### src/rtl/ysyx_pkg.sv
// Shared fetch/decode definitions: control-transfer opcodes, fetch entry
// layout and the predecode helper used when an instruction is buffered.
package ysyx_pkg;

  localparam logic [6:0] OP_JAL    = 7'b1101111;
  localparam logic [6:0] OP_JALR   = 7'b1100111;
  localparam logic [6:0] OP_BRANCH = 7'b1100011;
  localparam logic [6:0] OP_SYSTEM = 7'b1110011;

  localparam int unsigned FETCH_XLEN = 32;

  // Entry layout {is_ctrl, pc, inst} at the default datapath width.
  typedef struct packed {
    logic                  is_ctrl;
    logic [FETCH_XLEN-1:0] pc;
    logic [FETCH_XLEN-1:0] inst;
  } fetch_entry_t;

  // Width of one fetch entry for an arbitrary datapath width.
  function automatic int fetch_entry_w(input int xlen);
    return 2 * xlen + 1;
  endfunction

  // True when the opcode can redirect the instruction stream.
  function automatic logic is_ctrl_op(input logic [6:0] opcode);
    logic hit;
    case (opcode)
      OP_JAL:    hit = 1'b1;
      OP_JALR:   hit = 1'b1;
      OP_BRANCH: hit = 1'b1;
      OP_SYSTEM: hit = 1'b1;
      default:   hit = 1'b0;
    endcase
    return hit;
  endfunction

endpackage

### src/rtl/if_id_fetch_buf_fifo_ptr_ctrl.sv
// Read/write pointers and occupancy count for a power-of-two FIFO.
// Flush returns everything to the empty state on the next edge.
module fifo_ptr_ctrl #(
  parameter int DEPTH = 2
) (
  input  logic                     clk,
  input  logic                     rst_n,
  input  logic                     push,
  input  logic                     pop,
  input  logic                     flush,
  output logic [$clog2(DEPTH)-1:0] wr_ptr,
  output logic [$clog2(DEPTH)-1:0] rd_ptr,
  output logic [$clog2(DEPTH):0]   count,
  output logic                     full,
  output logic                     empty
);

  localparam int PTR_W = $clog2(DEPTH);
  localparam int CNT_W = PTR_W + 1;

  logic [PTR_W-1:0] wr_ptr_r;
  logic [PTR_W-1:0] rd_ptr_r;
  logic [CNT_W-1:0] count_r;
  logic             push_ok_s;
  logic             pop_ok_s;

  // Never advance past full or below empty, whatever the caller asks.
  assign push_ok_s = push & ~full;
  assign pop_ok_s  = pop & ~empty;

  // Pointer and count update; flush wins over any push or pop.
  always_ff @(posedge clk or negedge rst_n) begin
    if (!rst_n) begin
      wr_ptr_r <= {PTR_W{1'b0}};
      rd_ptr_r <= {PTR_W{1'b0}};
      count_r  <= {CNT_W{1'b0}};
    end else if (flush) begin
      wr_ptr_r <= {PTR_W{1'b0}};
      rd_ptr_r <= {PTR_W{1'b0}};
      count_r  <= {CNT_W{1'b0}};
    end else begin
      if (push_ok_s) begin
        wr_ptr_r <= wr_ptr_r + PTR_W'(1'b1);
      end else begin
        wr_ptr_r <= wr_ptr_r;
      end
      if (pop_ok_s) begin
        rd_ptr_r <= rd_ptr_r + PTR_W'(1'b1);
      end else begin
        rd_ptr_r <= rd_ptr_r;
      end
      case ({push_ok_s, pop_ok_s})
        2'b10:   count_r <= count_r + CNT_W'(1'b1);
        2'b01:   count_r <= count_r - CNT_W'(1'b1);
        default: count_r <= count_r;
      endcase
    end
  end

  assign wr_ptr = wr_ptr_r;
  assign rd_ptr = rd_ptr_r;
  assign count  = count_r;
  assign full   = (count_r == CNT_W'(DEPTH));
  assign empty  = (count_r == {CNT_W{1'b0}});

endmodule

### src/rtl/if_id_fetch_buf.sv
// IF/ID decoupling buffer: FIFO of {pc, inst} pairs tagged with a
// control-transfer predecode bit, cleared as a whole on redirect.
module if_id_fetch_buf #(
  parameter int DEPTH = 2,
  parameter int XLEN  = 32
) (
  input  logic                     clk,
  input  logic                     rst_n,
  input  logic                     in_valid,
  output logic                     in_ready,
  input  logic [XLEN-1:0]          in_pc,
  input  logic [XLEN-1:0]          in_inst,
  input  logic                     flush,
  output logic                     out_valid,
  input  logic                     out_ready,
  output logic [XLEN-1:0]          out_pc,
  output logic [XLEN-1:0]          out_inst,
  output logic                     out_is_ctrl,
  output logic [$clog2(DEPTH):0]   occupancy
);

  import ysyx_pkg::*;

  localparam int PTR_W   = $clog2(DEPTH);
  localparam int CNT_W   = PTR_W + 1;
  localparam int ENTRY_W = fetch_entry_w(XLEN);

  logic [PTR_W-1:0]   wr_ptr_s;
  logic [PTR_W-1:0]   rd_ptr_s;
  logic [CNT_W-1:0]   count_s;
  logic               full_s;
  logic               empty_s;
  logic               push_s;
  logic               pop_s;
  logic [ENTRY_W-2:0] data_mem_r [DEPTH];
  logic [DEPTH-1:0]   ctrl_bits_r;
  logic [ENTRY_W-1:0] head_entry_s;

  assign in_ready  = ~full_s;
  assign out_valid = ~empty_s;
  assign occupancy = count_s;
  assign push_s    = in_valid & ~full_s & ~flush;
  assign pop_s     = ~empty_s & out_ready & ~flush;

  fifo_ptr_ctrl #(
    .DEPTH (DEPTH)
  ) u_ptr_ctrl (
    .clk    (clk),
    .rst_n  (rst_n),
    .push   (push_s),
    .pop    (pop_s),
    .flush  (flush),
    .wr_ptr (wr_ptr_s),
    .rd_ptr (rd_ptr_s),
    .count  (count_s),
    .full   (full_s),
    .empty  (empty_s)
  );

  // Capture pc/inst into the write slot; contents are masked until valid.
  always_ff @(posedge clk) begin
    if (push_s) begin
      data_mem_r[wr_ptr_s] <= {in_pc, in_inst};
    end
  end

  // Predecode the opcode once at push and keep the tag with the entry.
  always_ff @(posedge clk or negedge rst_n) begin
    if (!rst_n) begin
      ctrl_bits_r <= {DEPTH{1'b0}};
    end else if (push_s) begin
      ctrl_bits_r[wr_ptr_s] <= is_ctrl_op(in_inst[6:0]);
    end else begin
      ctrl_bits_r <= ctrl_bits_r;
    end
  end

  assign head_entry_s = {ctrl_bits_r[rd_ptr_s], data_mem_r[rd_ptr_s]};

  // Present the head entry, forcing zeros while the buffer is empty.
  always_comb begin
    out_pc      = {XLEN{1'b0}};
    out_inst    = {XLEN{1'b0}};
    out_is_ctrl = 1'b0;
    if (out_valid) begin
      out_is_ctrl = head_entry_s[2*XLEN];
      out_pc      = head_entry_s[2*XLEN-1:XLEN];
      out_inst    = head_entry_s[XLEN-1:0];
    end else begin
      out_is_ctrl = 1'b0;
    end
  end

endmodule
### config.mk
export PLATFORM = sky130hd
export DESIGN_NAME = if_id_fetch_buf
export DESIGN_NICKNAME = d
export VERILOG_FILES = /design/src/rtl/ysyx_pkg.sv /design/src/rtl/if_id_fetch_buf_fifo_ptr_ctrl.sv /design/src/rtl/if_id_fetch_buf.sv
export SDC_FILE = /design/constraint.sdc
export NUM_CORES = 1
export LEC_CHECK = 0
export CORE_UTILIZATION = 55
export DETAILED_ROUTE_END_ITERATION = 6
export DONT_BUFFER_PORTS = 1
export PLACE_DENSITY = 0.84
export SYNTH_ARGS = -nofsm -noshare
export SYNTH_HDL_FRONTEND = slang
export SYNTH_HIERARCHICAL = 1
export SYNTH_SLANG_ARGS = --single-unit
export TNS_END_PERCENT = 20
### constraint.sdc
create_clock -name clk -period 1.9 [get_ports clk]
set_clock_uncertainty 0.05 [all_clocks]
set_input_delay 0.57 -clock clk [delete_from_list [all_inputs] [get_ports clk]]
set_output_delay 0.57 -clock clk [all_outputs]
set_load 0.01 [all_outputs]
# After elaboration in Yosys (flattened, before gate mapping)
# Memories as Yosys holds them, arrays and structs flattened.
# Cells that the tools add are included.
# totals
ram_bits	128
output_inout_bits	69
inputBits	69
ff_bits	6
word_cells	52
mem_count	1
# classes
add_sub_neg	4
n_lt_le_gt_ge	3
n_eq_ne	7
n_reduce_logical	6
n_mux	18
bitwise_logic	9
# mem_list
memory	depth	width	rd	rd_clocked_by_memory_dff	write_ports	line	rtl
data_mem_r	2	64	1	0	1	if_id_fetch_buf.sv:35	logic [ENTRY_W-2:0] data_mem_r [DEPTH];
# ops
op	n
32-bit 2-to-1 mux	2
7-bit equality test, second input constant	4
1-bit 2-to-1 mux	12
1-bit AND	6
2-bit equality test, second input constant	2
1-bit by 2-bit less-than comparator with 1-bit output, second input constant	2
2-bit case mux with 2 select lines	1
2-bit nonzero test	2
4-bit OR reduction	1
1-bit inverter	3
3-bit nonzero test	1
1-bit adder, second input constant	2
2-bit by 1-bit adder with 2-bit output, second input constant	1
2-bit bitwise mux	1
2-bit by 1-bit equality test with 1-bit output, second input constant	1
2-bit zero test	1
2-bit 2-to-1 mux	1
2-bit by 1-bit subtractor with 2-bit output, second input constant	1
1-bit demux with 1-bit select	1
1-bit >= comparator, second input constant	1
1-bit logical AND	1

# Logic depth before layout (Yosys ltp)
# depth
ltp_word	8
depth_mapped	6
depth_no_buf	5

# Hierarchy
# The synthesis kept the hierarchy.
# by_module_without_submodules
module	area_per_inst_um2	cells_each	seq_area_each_um2	instances
if_id_fetch_buf	5012.3	285	3893.7	1
fifo_ptr_ctrl	219.0	22	100.1	1

# Worst setup path after synthesis
# No wires, ideal clock.
# synth_timing
path_kind	register to register
from	register u_ptr_ctrl.count_r[1] (netlist: u_ptr_ctrl/count[1])
to	register ctrl_bits_r[0]
path_stages_with_launch	5
n_path_buf	0
setup_time_ps	125
arrival_ps	1890
path_slack_ps	-166
synth_period_minus_slack_ps	2066
t_required_ps	1725
cell_sequence	dfrtp_1 > nor2b_4 > nor3b_4 > and2b_4 > mux2_4
# synth_via
elab_chain_cells	4
# synth_rtl
item	line	rtl
start, declared	if_id_fetch_buf_fifo_ptr_ctrl.sv:23	logic [CNT_W-1:0] count_r;
start signal, assigned	if_id_fetch_buf_fifo_ptr_ctrl.sv:36	count_r <= {CNT_W{1'b0}};
start signal, assigned	if_id_fetch_buf_fifo_ptr_ctrl.sv:40	count_r <= {CNT_W{1'b0}};
start signal, assigned	if_id_fetch_buf_fifo_ptr_ctrl.sv:53	2'b10: count_r <= count_r + CNT_W'(1'b1);
2-bit equality test	if_id_fetch_buf_fifo_ptr_ctrl.sv:63	assign full = (count_r == CNT_W'(DEPTH));
via full_s	if_id_fetch_buf.sv:31	logic full_s;
1-bit inverter	if_id_fetch_buf.sv:42	assign push_s = in_valid & ~full_s & ~flush;
1-bit AND (2 in series)	if_id_fetch_buf.sv:42	
via push_s	if_id_fetch_buf.sv:33	logic push_s;
end signal, assigned	if_id_fetch_buf.sv:70	ctrl_bits_r <= {DEPTH{1'b0}};
end signal, assigned by index	if_id_fetch_buf.sv:72	ctrl_bits_r[wr_ptr_s] <= is_ctrl_op(in_inst[6:0]);
end signal, assigned	if_id_fetch_buf.sv:74	ctrl_bits_r <= ctrl_bits_r;
end, declared	if_id_fetch_buf.sv:36	logic [DEPTH-1:0] ctrl_bits_r;
# The timed path passes the listed nets, and every way through them passes these cells.
# A chain may end at the register's enable or synchronous reset.

# Worst setup path after layout
# layout_timing
from	register u_ptr_ctrl.rd_ptr_r (netlist: u_ptr_ctrl/rd_ptr)
to	output port out_pc[29]
# layout_via
elab_chain_cells	2
# layout_rtl
item	line	rtl
start, declared	if_id_fetch_buf_fifo_ptr_ctrl.sv:22	logic [PTR_W-1:0] rd_ptr_r;
start signal, assigned	if_id_fetch_buf_fifo_ptr_ctrl.sv:35	rd_ptr_r <= {PTR_W{1'b0}};
start signal, assigned	if_id_fetch_buf_fifo_ptr_ctrl.sv:39	rd_ptr_r <= {PTR_W{1'b0}};
start signal, assigned	if_id_fetch_buf_fifo_ptr_ctrl.sv:48	rd_ptr_r <= rd_ptr_r + PTR_W'(1'b1);
memory 2 x 64 bit	n/a	
32-bit 2-to-1 mux	if_id_fetch_buf.sv:85	if (out_valid) begin
end, declared	if_id_fetch_buf.sv:16	output logic [XLEN-1:0] out_pc,
# No other way between the ends.

==> results.txt <==
- In the global route stage, overall resource usage came out at 17.70%.
* Element type at the critical path start: register
* Shortest clock period the worst path allows after layout: ~2200 ps
- Routability-driven placement finished with a final weighted congestion of 0.7112.
- In this run the number of H-tree levels came out at 4.
- In this run the worst setup path begins at u_ptr_ctrl/rd_ptr.
- For this design the ratio of total power to cell area is 1076 nW/um^2.
- ANT nets after route: 0
- 0 antenna diodes ended up in the layout.
- For this configuration, the core starts out at a cell density of a little under three fifths.
- In this run the tightest slew margin relative to its limit is 79.78%.
- After layout, the worst setup slack is -327.8 ps.
- VDD sags by at most 0.8137 mV.
* Standard-cell rows: 35
- Ratio of final minimum period to clock period: 117.3%
- Dominant cells by area after synthesis: edfxtp_1, mux2i_1, nor2_1, dfrtp_1, buf_8
- The startpoint identified for the worst register-to-register timing path is u_ptr_ctrl/count[1].
* Die Span Y: 99.53 um
- First-pass iteration count of the detailed router: 4
- Pin count of the biggest net entering global routing: 35
* Total number of clock tree sinks: 134
- In this run the static leakage power is 1.952 nW.
* Setup repair after global routing missed its margin: yes
- Maximum fanout along the worst path: 17
- The cell count after synthesis came out at 307.
- Top-area cell type share of the netlist area: between 70 and 80%
- The initial antenna violation count is 0.
- Run status: complete, but fails checks
* Die W: 99.53 um
* Clk buf depth: 2
- Routed WL per cell: 18.62 um
* Worst Reg-to-Reg Cells: 4
* Mapped Avg Cell Area: about 17 um^2
* Crit path DAT: about 1600 ps
* Dpl hpwl: 5467 um
- The root buffer cell chosen for the clock tree is clkbuf_8.
* Most frequent cells in the layout: edfxtp_1, mux2i_1, nor2_2, clkbuf_16, nor2_1
* Filler cells: a little under 600
* Maximum clock frequency: 448.9 MHz
* Flop and latch count out of synthesis: 134
* PortBufs: 0
* Kind of end point of the critical path: primary output
- Non-Filler Cell Area, Final: roughly 6300 um^2
- Max-cap violation count: 0
- Total Power: 6.757 mW
- Area added between synthesis and finish: 20.09%
* Die ar.: 9905 um^2
- After detailed routing, the number of vias per cell comes to around 5.5.
- The synthesized netlist occupies a cell area of 5231 um^2.
* Number of nets at the end of the flow: 397
- Leftover overflow at the end of global routing: 0
- Area post-placement: 5482 um^2
- WS Path Type: reg -> out
- Number of unique standard cell types used by synthesis: 29
- Wire length of the first global-routing pass: 12800 um
- After the first detailed-routing iteration, the DRC count stood at 87.
- Core area: 9240 um^2
- Along the worst hold path, the cell count comes to 1.
* Total Wirelength: slightly below 9000 um
* Buffers inserted by post-CTS timing repair: 0
- Number of global-route vias before repair: 2654
- Setup slack on the worst flop-to-flop path: 150 ps
- Sequential cells were found to cover 76.35% of the synthesized design area.
* Register cell area after layout: 4000 um^2
* Count of endpoints failing hold in the final timing report: 0
- Path class of the lowest-slack min-delay path: in -> reg
- Clock latency on the worst-skew pair, taken at its later pin, is about 500 ps.
- Startpoint of the most critical hold path: flush
- Clock tree from TritonCTS: done
* Top-Level Pins: 138
- Most common library cell in the layout ignoring fill and taps: edfxtp_1
* Total via count after detailed routing: 2567
- After clock tree synthesis, the clock-pin slew on the worst setup and hold paths is approximately 60 ps.
- Setup violations remaining at the end of the flow were counted as 67.
* Required time at the endpoint of the critical path: 1280 ps
- Summing all multi-input logic gate instances after layout gives 1279 um^2.
- The endpoint identified for the worst register-to-register timing path is data_mem_r[1][25].
- Measured slew at the worst slew-check pin: 302.2 ps
* Post-detailed-route DRC marker count: 0
- Summed over all instances, the cell type with the most area after synthesis is edfxtp_1.
- Violations in the final reports: setup timing
- During synthesis, Yosys emitted a total of 6 warnings.
- Clock buffers created by TritonCTS: 17
- For hold timing, the worst endpoint is u_ptr_ctrl/count[0].
- The number of nets in the synthesized netlist is approximately 380.
* Fraction of final layout cells sized beyond drive strength 1: 35.78%
* Final Max Slew Viols: 0
-- critical path: stages, from the launching register on --
cell and delay [ps]:
dfrtp_4 560, clkbuf_16 230, mux2i_1 140, nor2_1 190
-- state kept, by name (all words and copies together), names as in the netlist --
name / cells
u_ptr_ctrl/count: 2
u_ptr_ctrl/rd_ptr: 1
ctrl_bits_r: 2
u_ptr_ctrl/wr_ptr: 1
data_mem_r: 128
-- how the worst max path moves through the flow --
stage / endpoint / slack (ps) / cells past startpoint
5_1_grt: out_pc[29] / -380 / 3
4_1_cts: out_inst[31] / -340 / 3
6_report: out_pc[29] / -330 / 3
2_1_floorplan: ctrl_bits_r[0] / -160 / 4
3_3_place_gp: data_mem_r[1][9] / 180 / 4
3_5_place_dp: data_mem_r[1][11] / 150 / 4
-- timing repair --
| action | in CTS | in global routing |
|---|---|---|
| pin swaps | 0 | 1 |
| hold buffers | 1 | 0 |
| endpoints found under the hold margin | 6 | 0 |
| resized for setup | 36 | 31 |
| gates cloned | 0 | 2 |
| setup endpoints to repair | 67 | 67 |
-- per-layer routing --
layer  wire length, um  part of all wire [%]  GRT usage, %
met2              4552                    52         29.22
met4               178                   2.0         9.050
met3               739                   8.4         8.082
met1              3279                    37         19.27
met5                 0                     0             0
-- where the power goes --
part / leakage (nW) / internal (mW) / switching (mW)
registers: 1.25 / 3.35 / 0.0331
logic: 0.431 / 0.132 / 0.249
clock network: 0.269 / 1.76 / 1.23
-- per-stage QoR --
step                TNS, ps  utilization, %  hold slack [ps]  worst slack [ps]  cells
floorplan             -5482               -            224.4            -160.1    307
global placement          0           59.32            224.5             176.0    435
detailed placement        0           59.32            224.6             154.9    435
CTS                  -19270           66.39            49.49            -341.4    468
global route         -23400           67.99            45.83            -379.5    470
finish               -19140           67.99            70.66            -327.8    470
-- cell usage after synthesis (all sizes together) --
master	number
edfxtp	128
nor2	67
mux2i	66
buf	9
dfrtp	6
clkbuf	5
a21oi	4
inv	3
nor3b	3
mux2	2
nor2b	2
o21ai	2
a211oi	1
and2	1
and2b	1
and3b	1
nand4	1
o211ai	1
o21bai	1
or2	1
or3	1
xor2	1
-- kinds of logic after synthesis --
family,count (synthesis),synth area share [%]
AO/OA/AOI/OAI,9,1.005
AND/OR/NAND/NOR,78,6.745
multiplexers,68,13.13
flip-flops,134,76.35
buffers and inverters,17,2.607
XOR/XNOR,1,0.1675
-- layout make-up --
class / instances / share of cell area, %
inverter: 3 / 0.2191
timing repair buffer: 16 / 4.342
tap: 129 / 2.569
sequential: 134 / 63.67
multi-input combinational: 156 / 20.35
clock buffer: 17 / 6.592
clock inverter: 15 / 2.251
No activity file was read; power rests on OpenSTA's default activity.
